**src/rtl/cfu_ram_arb_pkg.sv**
```systemverilog
// Shared types and constants for the CFU RAM arbiter and its pick logic.
package cfu_ram_arb_pkg;

    // Arbiter ownership states
    typedef enum logic [1:0] {
        IDLE  = 2'd0,
        OWNED = 2'd1,
        ABORT = 2'd2
    } arb_state_e;

    localparam int unsigned DEF_ADR_W = 30;
    localparam int unsigned DEF_DAT_W = 32;

    // Only classic Wishbone cycles are issued on the SoC side
    localparam logic [2:0] WB_CTI_CLASSIC = '0;
    localparam logic [1:0] WB_BTE_LINEAR  = '0;

endpackage

```
**src/rtl/cfu_ram_arbiter_if.sv**
```systemverilog
// Bus bundle between the CFU requesters, the arbiter and the SoC cfu_ram port.
// modport slave : the arbiter's view (slave to the requesters, master to cfu_ram)
// modport master: the environment's view (requesters plus the cfu_ram slave)
interface cfu_ram_arbiter_if
    import cfu_ram_arb_pkg::*;
#(
    parameter int unsigned NUM_MASTERS = 2,
    parameter int unsigned ADR_W       = DEF_ADR_W,
    parameter int unsigned DAT_W       = DEF_DAT_W
);
    // Requester side
    logic [NUM_MASTERS-1:0]       m_cyc;
    logic [NUM_MASTERS-1:0]       m_stb;
    logic [NUM_MASTERS-1:0]       m_we;
    logic [NUM_MASTERS*ADR_W-1:0] m_adr;
    logic [NUM_MASTERS*DAT_W-1:0] m_dat_mosi;
    logic [NUM_MASTERS*4-1:0]     m_sel;
    logic [NUM_MASTERS-1:0]       m_ack;
    logic [NUM_MASTERS-1:0]       m_err;
    logic [DAT_W-1:0]             m_dat_miso;

    // SoC cfu_ram side
    logic             cfu_ram_cyc;
    logic             cfu_ram_stb;
    logic             cfu_ram_we;
    logic [ADR_W-1:0] cfu_ram_adr;
    logic [DAT_W-1:0] cfu_ram_dat_mosi;
    logic [3:0]       cfu_ram_sel;
    logic [2:0]       cfu_ram_cti;
    logic [1:0]       cfu_ram_bte;
    logic [DAT_W-1:0] cfu_ram_dat_miso;
    logic             cfu_ram_ack;
    logic             cfu_ram_err;

    modport slave (
        input  m_cyc, m_stb, m_we, m_adr, m_dat_mosi, m_sel,
        output m_ack, m_err, m_dat_miso,
        output cfu_ram_cyc, cfu_ram_stb, cfu_ram_we, cfu_ram_adr,
        output cfu_ram_dat_mosi, cfu_ram_sel, cfu_ram_cti, cfu_ram_bte,
        input  cfu_ram_dat_miso, cfu_ram_ack, cfu_ram_err
    );

    modport master (
        output m_cyc, m_stb, m_we, m_adr, m_dat_mosi, m_sel,
        input  m_ack, m_err, m_dat_miso,
        input  cfu_ram_cyc, cfu_ram_stb, cfu_ram_we, cfu_ram_adr,
        input  cfu_ram_dat_mosi, cfu_ram_sel, cfu_ram_cti, cfu_ram_bte,
        output cfu_ram_dat_miso, cfu_ram_ack, cfu_ram_err
    );

endinterface

```
**src/rtl/cfu_rr_pick.sv**
```systemverilog
// Combinational round-robin pick: first set request at or after i_ptr
// (wrapping) wins. Returns a one-hot grant and a valid flag.
module cfu_rr_pick #(
    parameter int unsigned N     = 2,
    parameter int unsigned PTR_W = (N > 1) ? $clog2(N) : 1
) (
    input  logic [N-1:0]     i_req,
    input  logic [PTR_W-1:0] i_ptr,
    output logic [N-1:0]     o_gnt,
    output logic             o_valid
);
    logic [N-1:0] w_rot;
    logic [N-1:0] w_rot_1h;

    // Rotate so i_ptr sits at bit 0, isolate the lowest request, rotate back
    always_comb begin
        w_rot    = N'({i_req, i_req} >> i_ptr);
        w_rot_1h = w_rot & (~w_rot + 1'b1);
        o_gnt    = N'(({w_rot_1h, w_rot_1h} << i_ptr) >> N);
        o_valid  = |i_req;
    end

endmodule

```
**src/rtl/cfu_ram_arbiter.sv**
```systemverilog
// Round-robin arbiter sharing the single CFU Wishbone classic port among
// NUM_MASTERS requesters. One registered grant at a time; the granted
// master's cycle is forwarded combinationally, ack/err routed back to it only.
// Optional watchdog: define CFU_RAM_ARB_TIMEOUT_EN to abort accesses whose
// slave stalls for TIMEOUT_CYCLES cycles.
module cfu_ram_arbiter
    import cfu_ram_arb_pkg::*;
#(
    parameter int unsigned NUM_MASTERS    = 2,
    parameter int unsigned ADR_W          = DEF_ADR_W,
    parameter int unsigned DAT_W          = DEF_DAT_W,
    parameter int unsigned TIMEOUT_CYCLES = 255
) (
    input  logic                   clk,
    input  logic                   reset,
    cfu_ram_arbiter_if.slave       bus,
    output logic [NUM_MASTERS-1:0] grant,
    output logic                   busy
);
    localparam int unsigned PTR_W = $clog2(NUM_MASTERS);

    arb_state_e             r_state;
    logic [NUM_MASTERS-1:0] r_grant;
    logic [PTR_W-1:0]       r_gidx;
    logic [PTR_W-1:0]       r_ptr;

    logic [NUM_MASTERS-1:0] w_pick_gnt;
    logic                   w_pick_valid;
    logic [PTR_W-1:0]       w_pick_idx;
    logic [PTR_W-1:0]       w_next_ptr;
    logic                   w_timeout;

    cfu_rr_pick #(
        .N     (NUM_MASTERS),
        .PTR_W (PTR_W)
    ) u_pick (
        .i_req   (bus.m_cyc),
        .i_ptr   (r_ptr),
        .o_gnt   (w_pick_gnt),
        .o_valid (w_pick_valid)
    );

    // Encode the one-hot winner into an index for the data muxes
    always_comb begin
        w_pick_idx = '0;
        for (int unsigned i = 0; i < NUM_MASTERS; i++) begin
            if (w_pick_gnt[i]) begin
                w_pick_idx = PTR_W'(i);
            end
        end
    end

    assign w_next_ptr = (r_gidx == PTR_W'(NUM_MASTERS - 1)) ? '0 : r_gidx + 1'b1;

`ifdef CFU_RAM_ARB_TIMEOUT_EN
    localparam int unsigned WDT_W = $clog2(TIMEOUT_CYCLES + 1);
    logic [WDT_W-1:0] r_wdt;

    // Count stalled strobe cycles of the current owner; saturates at the limit
    always_ff @(posedge clk) begin
        if (!reset || r_state != OWNED) begin
            r_wdt <= '0;
        end else if (bus.cfu_ram_ack || bus.cfu_ram_err) begin
            r_wdt <= '0;
        end else if (bus.cfu_ram_stb && r_wdt != WDT_W'(TIMEOUT_CYCLES)) begin
            r_wdt <= r_wdt + 1'b1;
        end
    end

    assign w_timeout = (r_wdt == WDT_W'(TIMEOUT_CYCLES));
`else
    assign w_timeout = 1'b0;
`endif

    // Ownership FSM: arbitrate in IDLE, hold until the owner drops cyc
    always_ff @(posedge clk) begin
        if (!reset) begin
            r_state <= IDLE;
            r_grant <= '0;
            r_gidx  <= '0;
            r_ptr   <= '0;
        end else begin
            case (r_state)
                IDLE: begin
                    if (w_pick_valid) begin
                        r_state <= OWNED;
                        r_grant <= w_pick_gnt;
                        r_gidx  <= w_pick_idx;
                    end
                end
                OWNED: begin
                    if (!bus.m_cyc[r_gidx]) begin
                        r_state <= IDLE;
                        r_grant <= '0;
                        r_ptr   <= w_next_ptr;
                    end else if (w_timeout) begin
                        r_state <= ABORT;
                    end
                end
                ABORT: begin
                    r_state <= IDLE;
                    r_grant <= '0;
                    r_ptr   <= w_next_ptr;
                end
                default: begin
                    r_state <= IDLE;
                    r_grant <= '0;
                end
            endcase
        end
    end

    // Forward the owner's cycle to the slave and route terminations back
    always_comb begin
        bus.cfu_ram_cyc      = 1'b0;
        bus.cfu_ram_stb      = 1'b0;
        bus.cfu_ram_we       = 1'b0;
        bus.cfu_ram_adr      = '0;
        bus.cfu_ram_dat_mosi = '0;
        bus.cfu_ram_sel      = '0;
        bus.m_ack            = '0;
        bus.m_err            = '0;
        if (r_state == OWNED) begin
            bus.cfu_ram_cyc      = bus.m_cyc[r_gidx];
            bus.cfu_ram_stb      = bus.m_stb[r_gidx];
            bus.cfu_ram_we       = bus.m_we[r_gidx];
            bus.cfu_ram_adr      = bus.m_adr[r_gidx*ADR_W +: ADR_W];
            bus.cfu_ram_dat_mosi = bus.m_dat_mosi[r_gidx*DAT_W +: DAT_W];
            bus.cfu_ram_sel      = bus.m_sel[r_gidx*4 +: 4];
            bus.m_ack[r_gidx]    = bus.cfu_ram_ack;
            bus.m_err[r_gidx]    = bus.cfu_ram_err;
        end else if (r_state == ABORT) begin
            bus.m_err[r_gidx]    = 1'b1;
        end
    end

    assign bus.m_dat_miso  = bus.cfu_ram_dat_miso;
    assign bus.cfu_ram_cti = WB_CTI_CLASSIC;
    assign bus.cfu_ram_bte = WB_BTE_LINEAR;

    assign grant = r_grant;
    assign busy  = (r_state != IDLE);

endmodule

```
**src/flat_wrapper.sv**
```systemverilog
// flat-port wrapper written by rule: the top's interface ports become plain ports
module cfu_ram_arbiter_flat import cfu_ram_arb_pkg::*;
#(
    parameter int unsigned NUM_MASTERS    = 2,
    parameter int unsigned ADR_W          = DEF_ADR_W,
    parameter int unsigned DAT_W          = DEF_DAT_W,
    parameter int unsigned TIMEOUT_CYCLES = 255
)
  (clk, reset, grant, busy, bus_m_cyc, bus_m_stb, bus_m_we, bus_m_adr, bus_m_dat_mosi, bus_m_sel, bus_m_ack, bus_m_err, bus_m_dat_miso, bus_cfu_ram_cyc, bus_cfu_ram_stb, bus_cfu_ram_we, bus_cfu_ram_adr, bus_cfu_ram_dat_mosi, bus_cfu_ram_sel, bus_cfu_ram_cti, bus_cfu_ram_bte, bus_cfu_ram_dat_miso, bus_cfu_ram_ack, bus_cfu_ram_err);
  cfu_ram_arbiter_if #(.NUM_MASTERS(NUM_MASTERS), .ADR_W(ADR_W), .DAT_W(DAT_W)) bus_i ();
  input  logic clk;
  input  logic reset;
  output logic [NUM_MASTERS-1:0] grant;
  output logic busy;
  input wire logic [$bits(bus_i.m_cyc)-1:0] bus_m_cyc;
  input wire logic [$bits(bus_i.m_stb)-1:0] bus_m_stb;
  input wire logic [$bits(bus_i.m_we)-1:0] bus_m_we;
  input wire logic [$bits(bus_i.m_adr)-1:0] bus_m_adr;
  input wire logic [$bits(bus_i.m_dat_mosi)-1:0] bus_m_dat_mosi;
  input wire logic [$bits(bus_i.m_sel)-1:0] bus_m_sel;
  output wire logic [$bits(bus_i.m_ack)-1:0] bus_m_ack;
  output wire logic [$bits(bus_i.m_err)-1:0] bus_m_err;
  output wire logic [$bits(bus_i.m_dat_miso)-1:0] bus_m_dat_miso;
  output wire logic [$bits(bus_i.cfu_ram_cyc)-1:0] bus_cfu_ram_cyc;
  output wire logic [$bits(bus_i.cfu_ram_stb)-1:0] bus_cfu_ram_stb;
  output wire logic [$bits(bus_i.cfu_ram_we)-1:0] bus_cfu_ram_we;
  output wire logic [$bits(bus_i.cfu_ram_adr)-1:0] bus_cfu_ram_adr;
  output wire logic [$bits(bus_i.cfu_ram_dat_mosi)-1:0] bus_cfu_ram_dat_mosi;
  output wire logic [$bits(bus_i.cfu_ram_sel)-1:0] bus_cfu_ram_sel;
  output wire logic [$bits(bus_i.cfu_ram_cti)-1:0] bus_cfu_ram_cti;
  output wire logic [$bits(bus_i.cfu_ram_bte)-1:0] bus_cfu_ram_bte;
  input wire logic [$bits(bus_i.cfu_ram_dat_miso)-1:0] bus_cfu_ram_dat_miso;
  input wire logic [$bits(bus_i.cfu_ram_ack)-1:0] bus_cfu_ram_ack;
  input wire logic [$bits(bus_i.cfu_ram_err)-1:0] bus_cfu_ram_err;
  assign bus_i.m_cyc = bus_m_cyc;
  assign bus_i.m_stb = bus_m_stb;
  assign bus_i.m_we = bus_m_we;
  assign bus_i.m_adr = bus_m_adr;
  assign bus_i.m_dat_mosi = bus_m_dat_mosi;
  assign bus_i.m_sel = bus_m_sel;
  assign bus_m_ack = bus_i.m_ack;
  assign bus_m_err = bus_i.m_err;
  assign bus_m_dat_miso = bus_i.m_dat_miso;
  assign bus_cfu_ram_cyc = bus_i.cfu_ram_cyc;
  assign bus_cfu_ram_stb = bus_i.cfu_ram_stb;
  assign bus_cfu_ram_we = bus_i.cfu_ram_we;
  assign bus_cfu_ram_adr = bus_i.cfu_ram_adr;
  assign bus_cfu_ram_dat_mosi = bus_i.cfu_ram_dat_mosi;
  assign bus_cfu_ram_sel = bus_i.cfu_ram_sel;
  assign bus_cfu_ram_cti = bus_i.cfu_ram_cti;
  assign bus_cfu_ram_bte = bus_i.cfu_ram_bte;
  assign bus_i.cfu_ram_dat_miso = bus_cfu_ram_dat_miso;
  assign bus_i.cfu_ram_ack = bus_cfu_ram_ack;
  assign bus_i.cfu_ram_err = bus_cfu_ram_err;
  cfu_ram_arbiter #(.NUM_MASTERS(NUM_MASTERS), .ADR_W(ADR_W), .DAT_W(DAT_W), .TIMEOUT_CYCLES(TIMEOUT_CYCLES)) u_core (.clk(clk), .reset(reset), .bus(bus_i), .grant(grant), .busy(busy));
endmodule
```
**config.mk**
```make
export PLATFORM = sky130hd
export DESIGN_NAME = cfu_ram_arbiter_flat
export DESIGN_NICKNAME = d
export VERILOG_FILES = /design/src/rtl/cfu_ram_arb_pkg.sv /design/src/rtl/cfu_ram_arbiter_if.sv /design/src/rtl/cfu_rr_pick.sv /design/src/rtl/cfu_ram_arbiter.sv /design/src/flat_wrapper.sv
export SDC_FILE = /design/constraint.sdc
export NUM_CORES = 1
export LEC_CHECK = 0
export CAP_MARGIN = 20
export CORE_AREA = 2 2 111 113
export CTS_CLUSTER_DIAMETER = 80
export CTS_CLUSTER_SIZE = 28
export DETAILED_ROUTE_END_ITERATION = 6
export DIE_AREA = 0 0 113 115
export PLACE_DENSITY = 0.57
export REMOVE_ABC_BUFFERS = 1
export SLEW_MARGIN = 20
export SYNTH_ARGS = -nofsm -noshare
export SYNTH_HDL_FRONTEND = slang
export SYNTH_SLANG_ARGS = --single-unit
```
**constraint.sdc**
```tcl
create_clock -name clk -period 2.3 [get_ports clk]
set_input_delay 0.46 -clock clk [delete_from_list [all_inputs] [get_ports clk]]
set_output_delay 0.46 -clock clk [all_outputs]
set_load 0.05 [all_outputs]
```
Word level (Yosys, flattened, before mapping). Cells that the tools add are included.

Flip-flop bits (word level): 6. Input port bits: 174. Output and inout bits: 113. Word-level logic and storage cells: 56.

$add $sub $neg: 2. Multipliers: 1. Magnitude comparators: 2. Equality and inequality tests: 4. Shift operators: 5. Mux-type cells: 26. Bitwise gates (word level): 4. Reduce and logical (&&, ||, !) cells: 8.

Operator list (number): $shiftx 64x7->32 (1); $shiftx 60x7->30 (1); $mux 32 (1); $mux 30 (1); $mux 1 (13); $mux 2 (6); $pmux 2 s2 (2); $shiftx 8x4->4 (1); $and 2x2->2 (3); $reduce_and 2->1 (3); $mul 1x4->5 const B (1); $mux 4 (1); $ne 2x2->1 const B (2); $reduce_bool 2->1 (2); $shl 4x1->4 (1); $shr 4x1->2 (1); $add 2x1->2 const B (1); $eq 2x1->1 const B (1); $eq 2x2->1 const B (1); $logic_not 2->1 (1); $lt 1x2->1 const B (1); $not 2->2 (1); $pmux 1 s2 (1); $reduce_or 2->1 (1); 4 further kinds (4).

Logic depth before layout (Yosys ltp). Gate-level depths: netlist of the first run.

Depth in word-level cells: 7. Mapped depth: 5. Depth with buffers taken out: 3.

Modules after synthesis. A second synthesis of the first run with hierarchy kept.

Cell total of the unflattened synthesis: 226. Area total of the unflattened synthesis: 1626.6 um2.

Modules (own cells, without submodules): cfu_ram_arbiter (times used 1, cells each 222, area an instance 1601.5 um2, seq. area each 100.1 um2); cfu_rr_pick (times used 1, cells each 4, area an instance 25.0 um2, seq. area each 0.0 um2).

Worst setup path after synthesis of the first run. OpenSTA, ideal clock, no wires.

Path type: reg2out. Start: register u_core.r_state[0]. End: output bus_m_ack[0]. Arrival: 2276 ps. Path slack: -436 ps. Cell stages (with the launch flop): 5. Path buffers: 2. Path through: dfxtp_1 buf_2 inv_2 clkbuf_1 nor3b_1.

Word-level cells in the longest chain between the ends: 2.

Ends and longest elaborated chain: start: declaration (RTL line cfu_ram_arbiter.sv:22) `arb_state_e r_state;`; start signal: assignment (RTL line cfu_ram_arbiter.sv:78) `r_state <= IDLE;`; start signal: assignment (RTL line cfu_ram_arbiter.sv:86) `r_state <= OWNED;`; start signal: assignment (RTL line cfu_ram_arbiter.sv:93) `r_state <= IDLE;`; $eq 2x1->1 (RTL line cfu_ram_arbiter.sv:123) `if (r_state == OWNED) begin`; $mux 2 (RTL line cfu_ram_arbiter.sv:123); end: declaration (RTL line flat_wrapper.sv:21) `output wire logic [$bits(bus_i.m_ack)-1:0] bus_m_ack;`.

Every way passes these cells.

Final worst setup path of the first run.
Start: register u_core.r_state[0]. End: output busy.

Word-level cells in the longest chain between the ends: 1.

Ends and longest elaborated chain: $reduce_bool 2->1 (RTL line cfu_ram_arbiter.sv:142) `assign busy = (r_state != IDLE);`; end: declaration (RTL line flat_wrapper.sv:14) `output logic busy;`.

Every way passes these cells.

==> results of run 1 <==
-- how the worst max path moves through the flow --
stage	end	start	slack [ns]
4_1_cts	busy	u_core.r_state[0]	0.23
5_1_grt	bus_cfu_ram_adr[13]	u_core.r_state[0]	0.19
3_5_place_dp	bus_cfu_ram_cyc	bus_m_cyc[1]	0.34
6_report	busy	u_core.r_state[0]	0.24
2_1_floorplan	bus_cfu_ram_cyc	u_core.r_gidx	-1.83
3_3_place_gp	bus_cfu_ram_cyc	bus_m_cyc[1]	0.37
-- cells by family after synthesis --
kind of cell | count (synthesis) | share of synthesized area
buf+inv | 57 | 0.286
mux | 69 | 0.418
simple gates | 79 | 0.194
other cells | 1 | 0.00227
flops | 5 | 0.0606
compound gates | 11 | 0.0394
-- cells in the final DEF (no fill, tap or decap), drive strengths merged, types with 2 or more instances in the layout --
cell | Yosys | layout
conb | 1 | 5
nand3b | 2 | 2
nor2 | 70 | 70
inv | 3 | 3
and3 | 2 | 2
mux2i | 69 | 69
clkdlybuf4s50 | 0 | 144
nor3b | 2 | 2
o21ai | 3 | 3
dfxtp | 5 | 5
buf | 53 | 77
clkbuf | 1 | 4
a21oi | 4 | 4
-- area by class of cell --
class	count	area share
inverters	3	0.00316
well taps	147	0.0516
repair buffers	221	0.587
multi-input cells	164	0.307
clock buffers	4	0.0221
flip-flops and latches	5	0.0291
-- where the power goes --
group | leakage (nW) | switching (mW) | internal (mW)
registers | 0.0421 | 0.0105 | 0.0952
clock network | 0.0382 | 0.0513 | 0.229
logic | 1.37 | 0.540 | 0.435
-- state kept, by name, summed over array words and instances, names as in the netlist --
name	count
u_core.grant	2
u_core.r_gidx	1
u_core.r_ptr	1
u_core.r_state	1
-- per-layer routing --
metal,wire length [um],share of wire,up-vias,global-route usage
met5,68,0.0078,-,0.0444
met1,3350,0.38,958,0.134
met2,3600,0.41,168,0.176
met4,33,0.0038,2,0.00976
li1,-,-,1049,-
met3,1700,0.19,6,0.106
-- stage by stage --
stage,util,cell area [um^2]
2_1_floorplan,-,1210
3_3_place_gp,0.295,3490
3_5_place_dp,0.295,3490
4_1_cts,0.302,3570
5_1_grt,0.302,3570
6_report,0.302,3570
==> flow_summary.toml, run 1 <==
[timing]
rsz0062_at_grt = "no"
finalMaxSlewViolations = 0
fin_tns_setup_ns = 0
max_freq_ghz = 0.485
setup_viol = 0
skew_ns = 0.000111
fin_crit_ns = 2.06
tightest_slew_ns = 0.518
final_hold_viol_count = 0
relSlewSlack = 0.654
holdWs_ns = 0.523
fin_ws_ns = 0.238
period_share = 0.897

[synth]
synth.distinct_cells = 23
synth_seq_area_share = 0.0606
netlist.area_leader.share = 0.418
synthFlopType = "dfxtp_1"
synthTopCellsByArea = "mux2i_1 (42%), buf_4 (17%), nor2_1 (16%)"
syn_area_mm2 = 0.00165
ys_ff_latch = 5
avgSynthCellArea_um2 = 7.44
synth_largest_area_cell = "mux2i_1"
synthArstFlopShare = 0
yosysMostFrequentCell = "nor2_1"
synth_edf_count = 0
synthCells = 222
yosys_warnings = 0
ys_top_cells_by_count = "nor2_1 (70), mux2i_1 (69), buf_4 (38)"

[finish]
final_cells = 544
regArea_um2 = 104
multiInputGateArea_mm2 = 0.00109
n_antenna_cell = 0
fill_cells = 1288
drive_above_1_share = 0.207
area_growth_pct = 116
nets = 572

[drt]
num_vias = 2183
via_per_inst = 4.01
drtIter0Drc = 91
wirelength_mm = 8.75
ant_nets = 0
drt-pass1-iter-count = 6
routedWlPerCell_um = 16.1
drc = 14

[flow_run]
drv_cap = 0

[critical_path]
path_buf_inv = 1
critPathTopFamily = "buffers and inverters"
setup.worst_path.start_class = "flop"
worstReg2RegEnd = "u_core.grant[1]"
required_ns = 1.84
slowest_delay_ns = 0.87
rr_worst_depth = 4
r2r_slack_ns = 0.96
worstSetupPathType = "reg2out"
regToRegStartpoint = "u_core.r_gidx"
critical_path_arrival_ns = 1.60
setup.worst_path.end_class = "output port"
path_cells = "clkdlybuf4s50_1"
crit_slowest_cell = "clkdlybuf4s50_1"
crit_fanout = 10
cp.depth = 1

[global_routing]
track_usage = 0.120
grt_antenna_before_repair = 1
grt_max_degree = 42
grt_pass1_vias = 2096
overflow = 0
grt_first_pass_wirelength_mm = 12.1

[placed_design]
placedCellCount = 540
pre_cts_slack_ns = 0.344
portBuffers = 217
hpwl_mm = 7.57
gp_congestion = 0.704

[cts]
htreeDepth = 1
tritoncts = "done"
numClockSinks = 5
clk_pin_slew_ns = 0.03
hold_buffers = 0
clkLatencyLatePin_ns = 0.22
cts_resized = 0
clockBufferDepth = 2
post_cts_buffers = 0
cts_made_buffers = 3
cts_root_buf = "clkbuf_16"

[power_and_ir_drop]
ir_drop_v = 0.000157
powerDensity_mw_per_mm2 = 381
power_mw = 1.36
p_leak_nw = 1.45

[run_status]
violations = "DRC"
status = "finished, violations left"

[floorplanning]
pin_count = 287
fp.dieW_um = 113
rows = 40
initial_core_util = 0.140
die-area_mm2 = 0.0130
die_h_um = 115
coreArea_mm2 = 0.0118

[worst_hold_path]
holdPathEnd = "u_core.r_ptr"
hold_path.startpoint = "u_core.r_ptr"
min_path_cells = 2
min_path_type = "reg2reg"
Note: power is estimated with default switching activity, not from simulation.
==> run 2, diff against run 1 <==
CTS_CLUSTER_DIAMETER = default   (was 80)
==> results of run 2 <==
Final layout, timing and power as in run 1 (identical DEF).
